## src/rtl/dsa_ds_pkg.sv

```systemverilog
// Shared types for the downscale job sequencer: job descriptor, FSM states,
// error codes and the descriptor validation rule.
package dsa_ds_pkg;

    typedef struct packed {
        logic [15:0] in_w;
        logic [15:0] in_h;
        logic [15:0] out_w;
        logic [15:0] out_h;
        logic [15:0] inv_scale_q;
    } job_t;

    typedef enum logic [2:0] {
        S_IDLE  = 3'd0,
        S_CHECK = 3'd1,
        S_START = 3'd2,
        S_RUN   = 3'd3,
        S_DONE  = 3'd4
    } seq_state_e;

    localparam logic [1:0] ERR_NONE     = 2'd0;
    localparam logic [1:0] ERR_ZERO_DIM = 2'd1;
    localparam logic [1:0] ERR_TOO_BIG  = 2'd2;
    localparam logic [1:0] ERR_UPSCALE  = 2'd3;

    // 1.0 in Q8.8; anything smaller would be an upscale.
    localparam logic [15:0] INV_ONE = 16'h0100;

    // Validation in priority order: zero dimension, oversize source, upscale.
    function automatic logic [1:0] check_job(input job_t j,
                                             input logic [15:0] w_max,
                                             input logic [15:0] h_max);
        logic [1:0] code;
        code = ERR_NONE;
        if (j.in_w == 16'd0 || j.in_h == 16'd0 || j.out_w == 16'd0 || j.out_h == 16'd0)
            code = ERR_ZERO_DIM;
        else if (j.in_w > w_max || j.in_h > h_max)
            code = ERR_TOO_BIG;
        else if (j.out_w > j.in_w || j.out_h > j.in_h || j.inv_scale_q < INV_ONE)
            code = ERR_UPSCALE;
        return code;
    endfunction

endpackage

```

## src/rtl/ds_job_fifo.sv

```systemverilog
// Synchronous FIFO of job descriptors with a flush that empties it in one cycle.
module ds_job_fifo
    import dsa_ds_pkg::*;
#(
    parameter int DEPTH = 4
) (
    input  logic                     clk,
    input  logic                     rst_n,
    input  logic                     push,
    input  job_t                     din,
    input  logic                     pop,
    output job_t                     dout,
    input  logic                     flush,
    output logic                     full,
    output logic                     empty,
    output logic [$clog2(DEPTH):0]   count
);

    localparam int AW = $clog2(DEPTH);
    localparam int CW = AW + 1;
    localparam logic [CW-1:0] FULL_CNT = CW'(DEPTH);

    job_t           mem [DEPTH];
    logic [AW-1:0]  wr_ptr;
    logic [AW-1:0]  rd_ptr;
    logic           do_push;
    logic           do_pop;

    // Flush dominates: nothing enters or leaves in a flush cycle.
    assign do_push = push && !full && !flush;
    assign do_pop  = pop && !empty && !flush;
    assign full    = (count == FULL_CNT);
    assign empty   = (count == '0);
    assign dout    = mem[rd_ptr];

    // Descriptor storage; pointers wrap naturally since DEPTH is a power of 2.
    always_ff @(posedge clk) begin
        if (do_push) mem[wr_ptr] <= din;
    end

    // Pointer and occupancy tracking; simultaneous push and pop leave count unchanged.
    always_ff @(posedge clk or negedge rst_n) begin
        if (!rst_n) begin
            wr_ptr <= '0;
            rd_ptr <= '0;
            count  <= '0;
        end else if (flush) begin
            wr_ptr <= '0;
            rd_ptr <= '0;
            count  <= '0;
        end else begin
            if (do_push) wr_ptr <= wr_ptr + 1'b1;
            if (do_pop)  rd_ptr <= rd_ptr + 1'b1;
            case ({do_push, do_pop})
                2'b10:   count <= count + 1'b1;
                2'b01:   count <= count - 1'b1;
                default: count <= count;
            endcase
        end
    end

endmodule

```

## src/rtl/downscale_job_sequencer.sv

```systemverilog
// Job sequencer in front of the bilinear downscale core: queues descriptors,
// validates each one, runs the core, and reports cycles, pixels and an irq.
//
// Host handshake: a descriptor is accepted on a rising clk edge where
// job_valid && job_ready; the host holds the descriptor stable while
// job_valid is high and job_ready is low. job_ready never depends on job_valid.
module downscale_job_sequencer
    import dsa_ds_pkg::*;
#(
    parameter int DEPTH = 4,
    parameter int W_MAX = 64,
    parameter int H_MAX = 64
) (
    input  logic                     clk,
    input  logic                     rst_n,
    input  logic                     job_valid,
    output logic                     job_ready,
    input  logic [15:0]              job_in_w,
    input  logic [15:0]              job_in_h,
    input  logic [15:0]              job_out_w,
    input  logic [15:0]              job_out_h,
    input  logic [15:0]              job_inv_scale_q,
    input  logic                     flush,
    output logic                     core_start,
    output logic [15:0]              core_in_w,
    output logic [15:0]              core_in_h,
    output logic [15:0]              core_out_w,
    output logic [15:0]              core_out_h,
    output logic [15:0]              core_inv_scale_q,
    input  logic                     core_busy,
    input  logic                     core_done,
    input  logic                     core_wr_valid,
    output logic                     job_done,
    output logic                     job_err,
    output logic [1:0]               err_code,
    output logic [31:0]              job_cycles,
    output logic [31:0]              job_pixels,
    output logic [$clog2(DEPTH):0]   q_count,
    output logic                     idle,
    output logic                     irq,
    input  logic                     irq_clr,
    output logic [2:0]               dbg_state
);

    localparam logic [15:0] W_MAX_L = 16'(W_MAX);
    localparam logic [15:0] H_MAX_L = 16'(H_MAX);

    seq_state_e  state;
    job_t        cfg;
    job_t        head;
    job_t        in_job;
    logic        fifo_full;
    logic        fifo_empty;
    logic        fifo_push;
    logic        fifo_pop;
    logic [1:0]  chk_code;
    logic [31:0] cyc_cnt;
    logic [31:0] pix_cnt;
    logic        counting;

    // Pack the host descriptor fields into a queue entry.
    always_comb begin
        in_job             = '0;
        in_job.in_w        = job_in_w;
        in_job.in_h        = job_in_h;
        in_job.out_w       = job_out_w;
        in_job.out_h       = job_out_h;
        in_job.inv_scale_q = job_inv_scale_q;
    end

    assign job_ready = !fifo_full && !flush;
    assign fifo_push = job_valid && job_ready;
    assign fifo_pop  = (state == S_IDLE) && !fifo_empty && !flush;
    assign chk_code  = check_job(cfg, W_MAX_L, H_MAX_L);
    assign counting  = (state == S_START) || (state == S_RUN);
    assign idle      = (state == S_IDLE) && (q_count == '0);
    assign dbg_state = state;

    assign core_in_w        = cfg.in_w;
    assign core_in_h        = cfg.in_h;
    assign core_out_w       = cfg.out_w;
    assign core_out_h       = cfg.out_h;
    assign core_inv_scale_q = cfg.inv_scale_q;

    ds_job_fifo #(.DEPTH(DEPTH)) u_fifo (
        .clk   (clk),
        .rst_n (rst_n),
        .push  (fifo_push),
        .din   (in_job),
        .pop   (fifo_pop),
        .dout  (head),
        .flush (flush),
        .full  (fifo_full),
        .empty (fifo_empty),
        .count (q_count)
    );

    // Sequencer FSM: pop, validate, start the core, wait for completion, report.
    always_ff @(posedge clk or negedge rst_n) begin
        if (!rst_n) begin
            state      <= S_IDLE;
            cfg        <= '0;
            core_start <= 1'b0;
            job_done   <= 1'b0;
            job_err    <= 1'b0;
            err_code   <= ERR_NONE;
            job_cycles <= '0;
            job_pixels <= '0;
        end else begin
            job_done <= 1'b0;
            job_err  <= 1'b0;
            case (state)
                S_IDLE: begin
                    if (fifo_pop) begin
                        cfg   <= head;
                        state <= S_CHECK;
                    end
                end
                S_CHECK: begin
                    if (chk_code != ERR_NONE) begin
                        job_err  <= 1'b1;
                        err_code <= chk_code;
                        state    <= S_IDLE;
                    end else begin
                        core_start <= 1'b1;
                        state      <= S_START;
                    end
                end
                S_START: begin
                    // core_done may still be high from the previous job; only busy matters here.
                    if (core_busy) begin
                        core_start <= 1'b0;
                        state      <= S_RUN;
                    end
                end
                S_RUN: begin
                    // No timeout: a stepped core may stall here indefinitely.
                    if (core_done && !core_busy) state <= S_DONE;
                end
                S_DONE: begin
                    job_cycles <= cyc_cnt;
                    job_pixels <= pix_cnt;
                    job_done   <= 1'b1;
                    state      <= S_IDLE;
                end
                default: state <= S_IDLE;
            endcase
        end
    end

    // Per-job cycle and pixel counters, cleared while validating, saturating at all-ones.
    always_ff @(posedge clk or negedge rst_n) begin
        if (!rst_n) begin
            cyc_cnt <= '0;
            pix_cnt <= '0;
        end else if (state == S_CHECK) begin
            cyc_cnt <= '0;
            pix_cnt <= '0;
        end else if (counting) begin
            if (cyc_cnt != '1) cyc_cnt <= cyc_cnt + 32'd1;
            if (core_wr_valid && pix_cnt != '1) pix_cnt <= pix_cnt + 32'd1;
        end
    end

    // Sticky interrupt: a done/err pulse sets it and wins over a same-cycle clear.
    always_ff @(posedge clk or negedge rst_n) begin
        if (!rst_n) irq <= 1'b0;
        else        irq <= job_done | job_err | (irq & ~irq_clr);
    end

endmodule

```

## config.mk

```make
export PLATFORM = sky130hd
export DESIGN_NAME = downscale_job_sequencer
export DESIGN_NICKNAME = d
export VERILOG_FILES = /design/src/rtl/dsa_ds_pkg.sv /design/src/rtl/ds_job_fifo.sv /design/src/rtl/downscale_job_sequencer.sv
export SDC_FILE = /design/constraint.sdc
export NUM_CORES = 1
export LEC_CHECK = 0
export ABC_AREA = 0
export BUFFER_PORTS_ARGS = -buffer_cell sky130_fd_sc_hd__buf_2
export CAP_MARGIN = 20
export CORE_MARGIN = 2
export CORE_UTILIZATION = 60
export DETAILED_ROUTE_END_ITERATION = 10
export PLACE_DENSITY = 0.81
export SYNTH_ARGS = -nofsm -noshare
export SYNTH_HDL_FRONTEND = slang
export SYNTH_SLANG_ARGS = --single-unit
```

## constraint.sdc

```tcl
create_clock -name clk -period 9.25 [get_ports clk]
set_input_delay 0.4625 -clock clk [delete_from_list [all_inputs] [get_ports clk]]
set_output_delay 0.4625 -clock clk [all_outputs]
set_load 0.01 [all_outputs]
```

Word level (Yosys, flattened, before mapping)
Memory sizes are Yosys's and may differ from the RTL's. A register that Yosys moved wholly into a read port is not among the register bits.
Cells that the tools add are included.

word-level totals
  register bits after elaboration = 144
  bits in writable memories = 320
  logic and storage cells = 113
  memories = 1

cells by class
  add/sub/neg operators = 6
  magnitude comparators = 5
  eq/ne operators = 13
  multiplexer cells = 28
  bitwise logic cells = 4
  reductions and logical operators = 43

memory list
  memory      words  bits a word  rd ports  clocked after Yosys merged registers in  wr ports  line               text
  u_fifo.mem  4      80           1         1                                        1         ds_job_fifo.sv:23  job_t mem [DEPTH];

operators with widths
  operator               number
  $mux 32                6
  $add 32x1->32 const B  2
  $logic_not 16->1       4
  $ne 32x32->1 const B   2
  $gt 16x16->1           2
  $gt 16x7->1 const B    2
  $lt 16x9->1 const B    1
  $mux 2                 8
  $reduce_bool 2->1      7
  $mux 3                 4
  $pmux 3 s4             1
  $logic_and 1x1->1      11
  $reduce_and 2->1       4
  $logic_or 1x1->1       7
  $mux 1                 7
  $eq 3x2->1 const B     2
  $eq 3x3->1 const B     2
  $logic_not 3->1        2
  $pmux 3 s2             1
  $reduce_and 3->1       2
  $logic_not 1->1        5
  $add 2x1->2 const B    2
  $ne 2x1->1 const B     2
  $ne 2x2->1 const B     2
  other kinds (10)       11

Longest topological paths before layout
Gate-level depths: netlist of run 1.

  depth after elaboration = 9
  depth in mapped cells = 9
  gate-level depth less buffers = 8

Modules after synthesis
Synthesis of run 1 repeated with hierarchy kept, for this count alone.

unflattened totals
  cell total of the unflattened synthesis = 1500
  area total of the unflattened synthesis = 22348.9 sq um

by module, submodules not included
  module                   times used  cells each  area each (sq um)  seq. area each (sq um)
  ds_job_fifo              1           483         12218.0            9784.4
  downscale_job_sequencer  1           1017        10131.0            5430.2

Worst setup path after synthesis of run 1
No wires, ideal clock.

  path type = in2reg
  from = in flush
  to = mem u_fifo.mem[0][0] (netlist bit), enable pin
  library setup time = 447 ps
  arrival time = 3102 ps
  path slack = 5701 ps
  stages on the path = 4
  buffers on the path = 2
  path through = clkbuf_1 -> a211oi_1 -> clkbuf_1 -> and2_1

between the ends
  word-level cells in the longest chain between the ends = 7

ends and longest elaborated chain
  element                         line                                              text
  from (decl)                     downscale_job_sequencer.sv:23                     input logic flush,
  $logic_not 1->1 *               ds_job_fifo.sv:30, downscale_job_sequencer.sv:71
  $logic_and 1x1->1               downscale_job_sequencer.sv:71                     assign job_ready = !fifo_full && !flush;
  $logic_and 1x1->1               downscale_job_sequencer.sv:72                     assign fifo_push = job_valid && job_ready;
  $logic_and 1x1->1               ds_job_fifo.sv:30                                 assign do_push = push && !full && !flush;
  $logic_and 1x1->1 *             ds_job_fifo.sv:30
  $mux 1 *                        ds_job_fifo.sv:38                                 if (do_push) mem[wr_ptr] <= din;
  $mux 1 (not written as such) *  ds_job_fifo.sv:38
  to (decl)                       ds_job_fifo.sv:23

Mark *: on every way between the ends. The rest lies on a longest branch, timed or not.

Worst setup path after layout of run 1
  from = reg state[2] (netlist: dbg_state[2])
  to = reg cfg, in the netlist core_inv_scale_q[14]

between the ends
  word-level cells in the longest chain between the ends = 4

ends and longest elaborated chain
  element                          line                                                           text
  from (decl)                      downscale_job_sequencer.sv:48                                  seq_state_e state;
  from (signal assigned)           downscale_job_sequencer.sv:101                                 state <= S_IDLE;
  from (signal assigned)           downscale_job_sequencer.sv:116                                 state <= S_CHECK;
  from (signal assigned)           downscale_job_sequencer.sv:123                                 state <= S_IDLE;
  $logic_not 3->1 *                downscale_job_sequencer.sv:73, downscale_job_sequencer.sv:112
  $logic_and 1x1->1 (2 in series)  downscale_job_sequencer.sv:73                                  assign fifo_pop = (state == S_IDLE) && !fifo_empty && !flush;
  $reduce_and 2->1 (no line) *     --
  to (signal assigned)             downscale_job_sequencer.sv:102                                 cfg <= '0;
  to (signal assigned)             downscale_job_sequencer.sv:115                                 cfg <= head;
  to (decl)                        downscale_job_sequencer.sv:49                                  job_t cfg;

Marked as above.
A chain may end at the register's enable or synchronous reset.

==> run metrics, run 1 <==
status=finished, final reports clean; worst skew pair latency=0.61 ns; gate count of the mapped netlist=between 1000 and 1500; number of global-route vias before repair=around 13000; Starting Density=between 60 and 70%; Clock Tree Buf Depth=3; Final setup viols=0; final max-slew violation count=0; number of synthesized flops with an enable pin=320; Resized cells post-CTS=0; Root Buffer=clkbuf_16; DRC=0; I/O pins=246; Post-synth ARST share=around two fifths; Die X=around 200 um; largest net degree at the start of global routing=94; #FFs+latches synth=around 540; core area=0.0363 mm2; initial antenna violation count=13; # clock sinks=about 540; final-layout fill cell count=roughly 2300; Avg WL per Cell=roughly 23 um; first-pass GRT wire length=around 75000 um; antenna-violating nets left=0; non-filler instance count after layout=between 2000 and 2500; CP endpoint kind=register; cells along the critical path=or3_1 > nor3_2 > buf_4 > buf_4 > mux2_2; VDD IR max=0.214 mV; Tmin final=just under 3 ns; f_max=~340 MHz; syn nets=1471; TritonCTS buffer count=53; Post-Syn Area=around 0.022 mm2; H-tree depth=2; multi-input logic area=roughly 0.0064 mm2; Worst Tran Pin Value=between 0.9 and 1 ns; total global routing overflow=0; LEAKAGE=around 10 nW; GP Congestion=0.834; Primary FF master, synth=edfxtp_1; register area share after synthesis=69.3%; Avg Inst Size Synth=16.3 um2; Core Rows=70; crit path max fanout=80; Pwr per Cell Area=approximately 270 mW/mm2; port buffer count=approximately 250; max cap viols=0; slowest CP cell=buf_4; Initial DRC Count=a little under 1000; NumNets Final=about 1700; post-CTS setup buffer count=0; WP data arrival=3.40 ns; Critical Path RT=9.74 ns; die area=roughly 0.038 mm2; Hold-fix buffers, CTS=1; synthesis warning total=0; area grow syn2layout=16.3%; DR vias=approximately 13000; final WL=48500 um; Final Hold Vio Count=0; max incr delay on CP=~0.79 ns; slew margin rel.=~36%; Design Power=approximately 6.9 mW; DRT Pass-1 Iters=5; TritonCTS clock tree=done; HPWL Detailed=about 30000 um; die height=slightly below 200 um; startpoint types=register; RSZ-0062 raised after global routing=false; dpl cells=between 2000 and 2500; layout cells sized above 1=33.8%; register area=~0.015 mm2; crit path kind=register to register; Setup TNS=0 ns; clock-pin slew on the worst setup and hold paths=around 0.060 ns; Final Hold Slack=about 0.065 ns; Via density=about 6; skew final=a little under 0.03 ns; most frequent CP cell=buf_4; Netlist cell types=62; HP Class=primary input to register; period utilization=31.5%; Total GRT Usage=~26%
## path summary, 6_finish.rpt
kind | start | endpoint | slack, ns | cells after the start
min reg2reg | job_cycles[27] | job_cycles[27] | 0.50 | 1
max in group asynchronous | rst_n | u_fifo.rd_ptr[1] | 7.33 | 3
min in group asynchronous | rst_n | pix_cnt[19] | 0.47 | 2
max | dbg_state[2] | core_inv_scale_q[14] | 6.34 | 5
max reg2reg | dbg_state[2] | core_inv_scale_q[14] | 6.34 | 5
min | job_inv_scale_q[6] | u_fifo.mem[1][6] | 0.07 | 1
## per-layer routing
metal | share of wire (%) | global-route usage, %
met3 | 6.7 | 5.49
met1 | 39 | 33.2
met4 | 3.6 | 10.4
met2 | 51 | 44.0
met5 | 0.19 | 0
## registers in the layout, summed over array words and instances, names as in the netlist, 3 cells and up
register          cells
pix_cnt              32
core_out_h           16
core_in_w            16
core_out_w           16
job_pixels           32
u_fifo.count          3
u_fifo.mem          320
job_cycles           32
cyc_cnt              32
core_in_h            16
dbg_state             3
core_inv_scale_q     16
## kinds of logic (layout without fill, tap and decap cells)
logic type	count (synthesis)	count (layout)	share of synthesized area, %
other	0	8	0
adder cells (fa/ha/maj)	39	39	2.26
AND/OR/NAND/NOR	303	303	7.01
XOR/XNOR	54	54	2.15
multiplexers	197	197	14.2
AO/OA/AOI/OAI	110	110	3.37
buffers and inverters	97	402	1.71
flip-flops	544	544	69.3
## synth_stat cells (25+ instances only)
master    instances  area share (%)
clkbuf_1         40            0.68
dfrtp_1         224              26
edfxtp_1        320              44
ha_1             38             2.2
inv_1            40            0.68
mux2_2          112             5.7
mux4_2           80             8.2
nand2_1          78             1.3
nand3_1          27            0.62
nand4_1          35             1.0
nor2_1           73             1.2
o21ai_0          44             1.0
xnor2_1          25             1.0
xor2_1           29             1.2
## where the power goes
| group | switching, mW | internal (mW) | leakage (nW) |
|---|---|---|---|
| logic | 0.890 | 0.732 | 3.49 |
| clock network | 0.903 | 1.22 | 0.873 |
| registers | 0.306 | 2.87 | 5.86 |
## final cells by class
type | instances | area share [%]
Antenna cell | 8 | 0.0784
Clock buffer | 74 | 6.15
Clock inverter | 26 | 0.721
Inverter | 40 | 0.588
Multi-Input combinational cell | 703 | 25.0
Sequential cell | 544 | 59.6
Tap cell | 468 | 2.29
Timing Repair Buffer | 262 | 5.51
## per-stage QoR
step,cell area (um2),worst slack [ns],util (%)
3_3_place_gp,23700,6.39,65.2
6_report,25500,6.34,70.2
4_1_cts,25400,6.30,70.0
3_5_place_dp,23700,6.36,65.2
5_1_grt,25500,6.18,70.2
2_1_floorplan,21900,5.70,-
## cells in the final DEF (no fill, tap or decap), types with 25 or more instances in the layout
| cell | instances |
|---|---|
| mux4_2 | 80 |
| nor2_1 | 73 |
| dfrtp_1 | 222 |
| xnor2_1 | 25 |
| edfxtp_1 | 320 |
| o21ai_0 | 44 |
| inv_1 | 40 |
| clkbuf_16 | 56 |
| nand4_1 | 35 |
| buf_2 | 244 |
| mux2_2 | 112 |
| nand3_1 | 27 |
| xor2_1 | 29 |
| nand2_1 | 78 |
| ha_1 | 38 |
## critical path: cells and delay by family (launching register included)
| kind | cells | cell delay, ns |
|---|---|---|
| multiplexers | 1 | 0.44 |
| AND/OR/NAND/NOR | 2 | 0.63 |
| flip-flops | 1 | 0.47 |
| buffers and inverters | 2 | 1.18 |
No activity file was read; power rests on OpenSTA's default activity.
==> run 2: changes to the inputs <==
--- a/config.mk
+++ b/config.mk
@@ -9,9 +9,9 @@
 export BUFFER_PORTS_ARGS = -buffer_cell sky130_fd_sc_hd__buf_2
 export CAP_MARGIN = 20
 export CORE_MARGIN = 2
-export CORE_UTILIZATION = 60
+export CORE_UTILIZATION = 58
 export DETAILED_ROUTE_END_ITERATION = 10
-export PLACE_DENSITY = 0.81
+export PLACE_DENSITY = 0.79
 export SYNTH_ARGS = -nofsm -noshare
 export SYNTH_HDL_FRONTEND = slang
 export SYNTH_SLANG_ARGS = --single-unit
==> constraint.sdc (replaced) <==
create_clock -name clk -period 2.7 [get_ports clk]
set_input_delay 0.135 -clock clk [delete_from_list [all_inputs] [get_ports clk]]
set_output_delay 0.135 -clock clk [all_outputs]
set_load 0.01 [all_outputs]
==> run 2 against run 1 <==
Clock skew down 0.00072 ns. First-iteration DRC count up 2.6%. Via count up 4.7%. Final cell count grew 6.9%. Largest power group unchanged. Worst setup slack worse by 6.2 ns. Critical path depth grew 3. Sequential share of layout area fell by 2.9 points. Non-clock buffer count up 110. Clock power rose to 3.6 times the previous value.
==> run metrics, run 2 (synthesis results as in run 1) <==
status=finished, final reports clean; final WL=53000 um (+9.1%); number of global-route vias before repair=14100 (+7.3%); die area=0.0394 mm2 (+3.4%); Design Power=24.6 mW (+260%); DRT Pass-1 Iters=5 (unchanged); Initial DRC Count=1001 (+2.6%); Die X=199 um (+1.7%); H-tree depth=2 (unchanged); Core Rows=71 (+1.4%); largest net degree at the start of global routing=103 (+9.6%); Core Util, Final=71.6% (+1.4 points); DRC=0 (unchanged); skew final=0.0290 ns (-0.000715 ns); Crit. Startpoint=core_in_h[12]; final max-slew violation count=0 (unchanged); Avg WL per Cell=23.3 um (+2.1%); most common cell after layout, fill and taps aside=edfxtp_1; f_max=386 MHz (+12%); Final setup viols=0 (unchanged); TritonCTS buffer count=53 (unchanged); Post-DP Area=0.0241 mm2 (+1.9%); commonest non-fill, non-tap cells in the layout=edfxtp_1, buf_2, dfrtp_1; I/O pins=246 (unchanged); crit path max fanout=3 (-96%); Final Hold Vio Count=0 (unchanged); Reg-to-Reg Start=core_in_h[12]; period utilization=95.9% (+64 points); dpl cells=2084 (+3.5%); GP Congestion=0.867 (+4.0%); total global routing overflow=0 (unchanged); max incr delay on CP=0.54 ns (-0.25 ns); # clock sinks=544 (unchanged); slowest CP cell=nor4_1; Final Cell Area=0.0268 mm2 (+5.2%); core area=0.0375 mm2 (+3.1%); first-pass GRT wire length=82000 um (+9.4%); pre-CTS setup slack=0.169 ns (-6.19 ns); flop-to-flop setup slack=0.11 ns (-6.23 ns); Pwr per Cell Area=916 mW/mm2 (+240%); crit path kind=register to register; worst skew pair latency=0.62 ns (about the same); Tmin final=2.59 ns (-0.320 ns); Critical Path RT=3.19 ns (-6.55 ns); non-filler instance count after layout=2271 (+6.9%); clock-pin slew on the worst setup and hold paths=0.06 ns (about the same); port buffer count=245 (unchanged); Most flops, register=u_fifo.mem; CP endpoint kind=register; DR vias=13500 (+4.7%); die height=199 um (+1.7%); VDD IR max=0.742 mV (+250%); Total GRT Usage=27.8% (+1.8 points); reg2reg end=dbg_state[1]; NumNets Final=1841 (+6.4%); WP data arrival=3.08 ns (-0.32 ns); Starting Density=58.6% (-1.8 points); cells along the critical path=inv_1 > ha_1 > nand4_1 > nor4_1 > o21ai_0 > a32oi_2 > nor2_1 > a32o_1; Root Buffer=clkbuf_16; worst setup path end=dbg_state[1]; slew margin rel.=44.4% (+8.7 points); final-layout fill cell count=2320 (+0.39%); HP Class=primary input to asynchronous set/reset pin; TritonCTS clock tree=done; area grow syn2layout=22.3%; antenna-violating nets left=0 (unchanged); initial antenna violation count=6 (-7); worst setup margin=0.110 ns (-6.23 ns); HPWL Detailed=31600 um (+5.6%); R2R depth=8 (+3); Via density=5.93 (-2.0%); max reg flops=320 (unchanged); layout cells sized above 1=32.8% (-0.94 points); Clock Tree Buf Depth=3 (unchanged); startpoint types=register; Worst Tran Pin Value=0.826 ns (-0.138 ns); LEAKAGE=10.8 nW (+5.3%); max cap viols=0 (unchanged)
## run 2: cell count changes in the layout (fill, tap and decap cells not counted), moves of 2 or more
cell,change
clkbuf_16,-3
clkbuf_8,-2
dlygate4sd3_1,+85
buf_4,+11
diode_2,-5
clkinv_2,-6
buf_16,-2
clkbuf_1,+3
bufinv_16,+6
buf_12,+16
## run 2: layout make-up
| class | count | area [um2] | share of cell area, % |
|---|---|---|---|
| tap | 511 | 639 | 2.38 |
| clock inverter | 26 | 344 | 1.28 |
| antenna | 3 | 7.51 | 0.0280 |
| inverter | 40 | 150 | 0.559 |
| multi-input combinational | 703 | 6390 | 23.8 |
| clock buffer | 72 | 1480 | 5.51 |
| sequential | 544 | 15200 | 56.7 |
| timing repair buffer | 372 | 2610 | 9.71 |
## run 2: timing repair
item	CTS	global route
resized for setup	0	1
buffers inserted	0	0
endpoints found under the hold margin	404	0
hold buffers	86	0
setup endpoints to repair	0	1
## run 2: how the worst min path moves through the flow
stage	startpoint	to	cells after the start
2_1_floorplan	rst_n	core_in_h[0]	0
3_3_place_gp	rst_n	pix_cnt[22]	1
3_5_place_dp	rst_n	pix_cnt[21]	1
4_1_cts	rst_n	pix_cnt[9]	2
5_1_grt	rst_n	pix_cnt[9]	2
6_report	rst_n	job_pixels[22]	2
## run 2: stage by stage
stage / hold slack, ns / setup TNS (ns)
floorplan: -0.161 / 0
global placement: 0.168 / 0
detailed placement: 0.169 / 0
CTS: 0.106 / 0
global route: 0.167 / -0.699
finish: 0.106 / 0
## run 2: critical path: cells and delay by family, from the launching register on
kind | cells | cell delay, ns
fa+ha+maj | 1 | 0.30
buf+inv | 1 | 0.07
simple gates | 3 | 0.82
compound gates | 3 | 0.91
flops | 1 | 0.38
## run 2: routing by layer
metal  GRT usage, %  wire [um]  up-vias
li1               -          -     5885
met1           35.5      20300     6925
met2           46.5      26800      532
met3           7.12       4020      115
met4           10.0       1750        4
met5              0         28        -
## run 2: where the power goes
group	total (mW)	switching, mW	internal [mW]
clock	7.72	3.20	4.52
combinational	6.14	3.41	2.73
sequential	10.7	0.883	9.84
total	24.6	7.50	17.1
==> run 3: changes to the inputs <==
--- a/config.mk
+++ b/config.mk
@@ -9,9 +9,8 @@
 export BUFFER_PORTS_ARGS = -buffer_cell sky130_fd_sc_hd__buf_2
 export CAP_MARGIN = 20
 export CORE_MARGIN = 2
-export CORE_UTILIZATION = 58
+export CORE_UTILIZATION = 35
 export DETAILED_ROUTE_END_ITERATION = 10
-export PLACE_DENSITY = 0.79
 export SYNTH_ARGS = -nofsm -noshare
 export SYNTH_HDL_FRONTEND = slang
 export SYNTH_SLANG_ARGS = --single-unit
==> run 3 against run 2 <==
Die area up 64%. Clock power up 9.5%. Largest power group unchanged. Clock-buffer cell count up 15. Critical path type unchanged. Final cell count up 15%.
==> run metrics, run 3 (synthesis results as in run 1) <==
NumNets Final=1856 (+0.81%); DR vias=12900 (-4.1%); H-tree depth=2 (unchanged); RSZ-0062 raised after global routing=false; Pwr per Cell Area=915 mW/mm2 (-0.15%); Worst Tran Pin Value=0.670 ns (-0.156 ns); period utilization=92.0% (-3.9 points); I/O pins=246 (unchanged); HP Class=primary input to register; Die X=254 um (+28%); crit path max fanout=3 (unchanged); crit path kind=register to register; DRC=0 (unchanged); cell family with most CP delay=compound AO/OA/AOI/OAI gates; Root Buffer=clkbuf_16; cells along the critical path=inv_1 > ha_1 > nand4_1 > nor4_2 > o21ai_0 > a32oi_2 > nor2_1 > a32o_1; die area=0.0647 mm2 (+64%); TritonCTS buffer count=59 (+11%); max incr delay on CP=0.43 ns (-0.11 ns); Avg WL per Cell=20.4 um (-13%); Crit path buffers/inverters=1 (unchanged); die height=254 um (+28%); Setup TNS=0 ns (unchanged); port buffer count=245 (unchanged); antenna-violating nets left=0 (unchanged); LEAKAGE=10.9 nW (+1.6%); Initial DRC Count=831 (-17%); layout cells sized above 1=33.7% (+0.87 points); CP endpoint kind=register; TritonCTS clock tree=done; # clock sinks=544 (unchanged); max cap viols=0 (unchanged); initial antenna violation count=9 (+3); slew margin rel.=55.4% (+11 points); Critical Path RT=3.21 ns (+0.02 ns); pre-CTS setup slack=0.0702 ns (-0.0991 ns); commonest non-fill, non-tap cells in the layout=edfxtp_1, buf_2, dfrtp_1; Total GRT Usage=16.6% (-11 points); Tmin final=2.48 ns (-0.106 ns); startpoint types=register; number of global-route vias before repair=13500 (-4.2%); HPWL Detailed=36300 um (+15%); worst skew pair latency=0.63 ns (about the same); Reg-to-Reg Start=core_in_h[12]; Via density=4.93 (-17%); skew final=0.0398 ns (+0.0108 ns); status=finished, final reports clean; DRT Pass-1 Iters=4 (-1); total global routing overflow=0 (unchanged); final WL=53500 um (+0.94%); Final Hold Vio Count=0 (unchanged); Most flops, register=u_fifo.mem; final-layout fill cell count=5529 (+140%); Design Power=25.3 mW (+2.9%); Clock Tree Buf Depth=3 (unchanged); core area=0.0618 mm2 (+65%); f_max=403 MHz (+4.3%); clock-pin slew on the worst setup and hold paths=0.06 ns (about the same); Crit. Startpoint=core_in_h[12]; slowest CP cell=nor4_2; WP data arrival=3.00 ns (-0.08 ns); largest net degree at the start of global routing=77 (-25%); Final setup viols=0 (unchanged); Core Util, Final=44.7% (-27 points); worst hold start=job_valid; VDD IR max=0.558 mV (-25%); first-pass GRT wire length=81300 um (-0.88%); Core Rows=91 (+28%); GP Congestion=0.783 (-9.7%); Starting Density=35.5% (-23 points); final max-slew violation count=0 (unchanged); Final Hold Slack=0.0833 ns (-0.0222 ns); worst setup margin=0.216 ns (+0.106 ns); max reg flops=320 (unchanged); area grow syn2layout=25.9%; most common cell after layout, fill and taps aside=edfxtp_1
-- run 3: layout make-up --
cell class	instances	area, um2	share of cell area (%)
Inverter	40	150	0.543
Clock inverter	25	372	1.34
Tap cell	837	1050	3.79
Clock buffer	87	1710	6.20
Multi-Input combinational cell	703	6400	23.1
Antenna cell	3	7.51	0.0272
Sequential cell	544	15200	55.1
Timing Repair Buffer	381	2740	9.89
-- run 3: per-stage QoR --
stage          std cells  area, um2
2_1_floorplan       1344      22000
3_3_place_gp        2419      24700
3_5_place_dp        2419      24700
4_1_cts             2617      27600
5_1_grt             2620      27600
6_report            2620      27600
-- run 3: repair_timing --
action,CTS,global route
hold buffers,86,0
endpoints found under the hold margin,410,0
setup buffers,0,0
gates resized for setup,0,2
setup endpoints to repair,0,2
-- run 3: worst min-delay path: stages --
cell,delay (ns)
buf_2,0.09
inv_1,0.04
a211oi_1,0.06
buf_4,0.19
nand2_1,0.08
nand2_1,0.05
-- run 3: metal layers --
layer | global-route usage [%] | vias to the layer above | routed length (um)
met3 | 5.05 | 85 | 4030
met2 | 27.9 | 294 | 26100
met1 | 21.2 | 6572 | 22400
met5 | 0 | - | 66
met4 | 3.75 | 10 | 918
li1 | - | 5944 | -
-- run 3: report_power, final --
group / internal (mW) / leakage [nW] / total (mW) / switching [mW]
clock: 5.09 / 1.01 / 8.45 / 3.36
sequential: 9.84 / 5.86 / 10.6 / 0.799
combinational: 2.79 / 4.08 / 6.20 / 3.41
total: 17.7 / 10.9 / 25.3 / 7.57
-- run 3: final timing paths --
path	cells after the start	end	slack, ns
max in group asynchronous	3	core_in_w[0]	1.78
worst min-delay path	6	u_fifo.wr_ptr[0]	0.08
worst max-delay path	8	dbg_state[1]	0.22
worst max register to register	8	dbg_state[1]	0.22
worst min register to register	2	irq	0.48
min in group asynchronous	2	job_pixels[22]	0.09
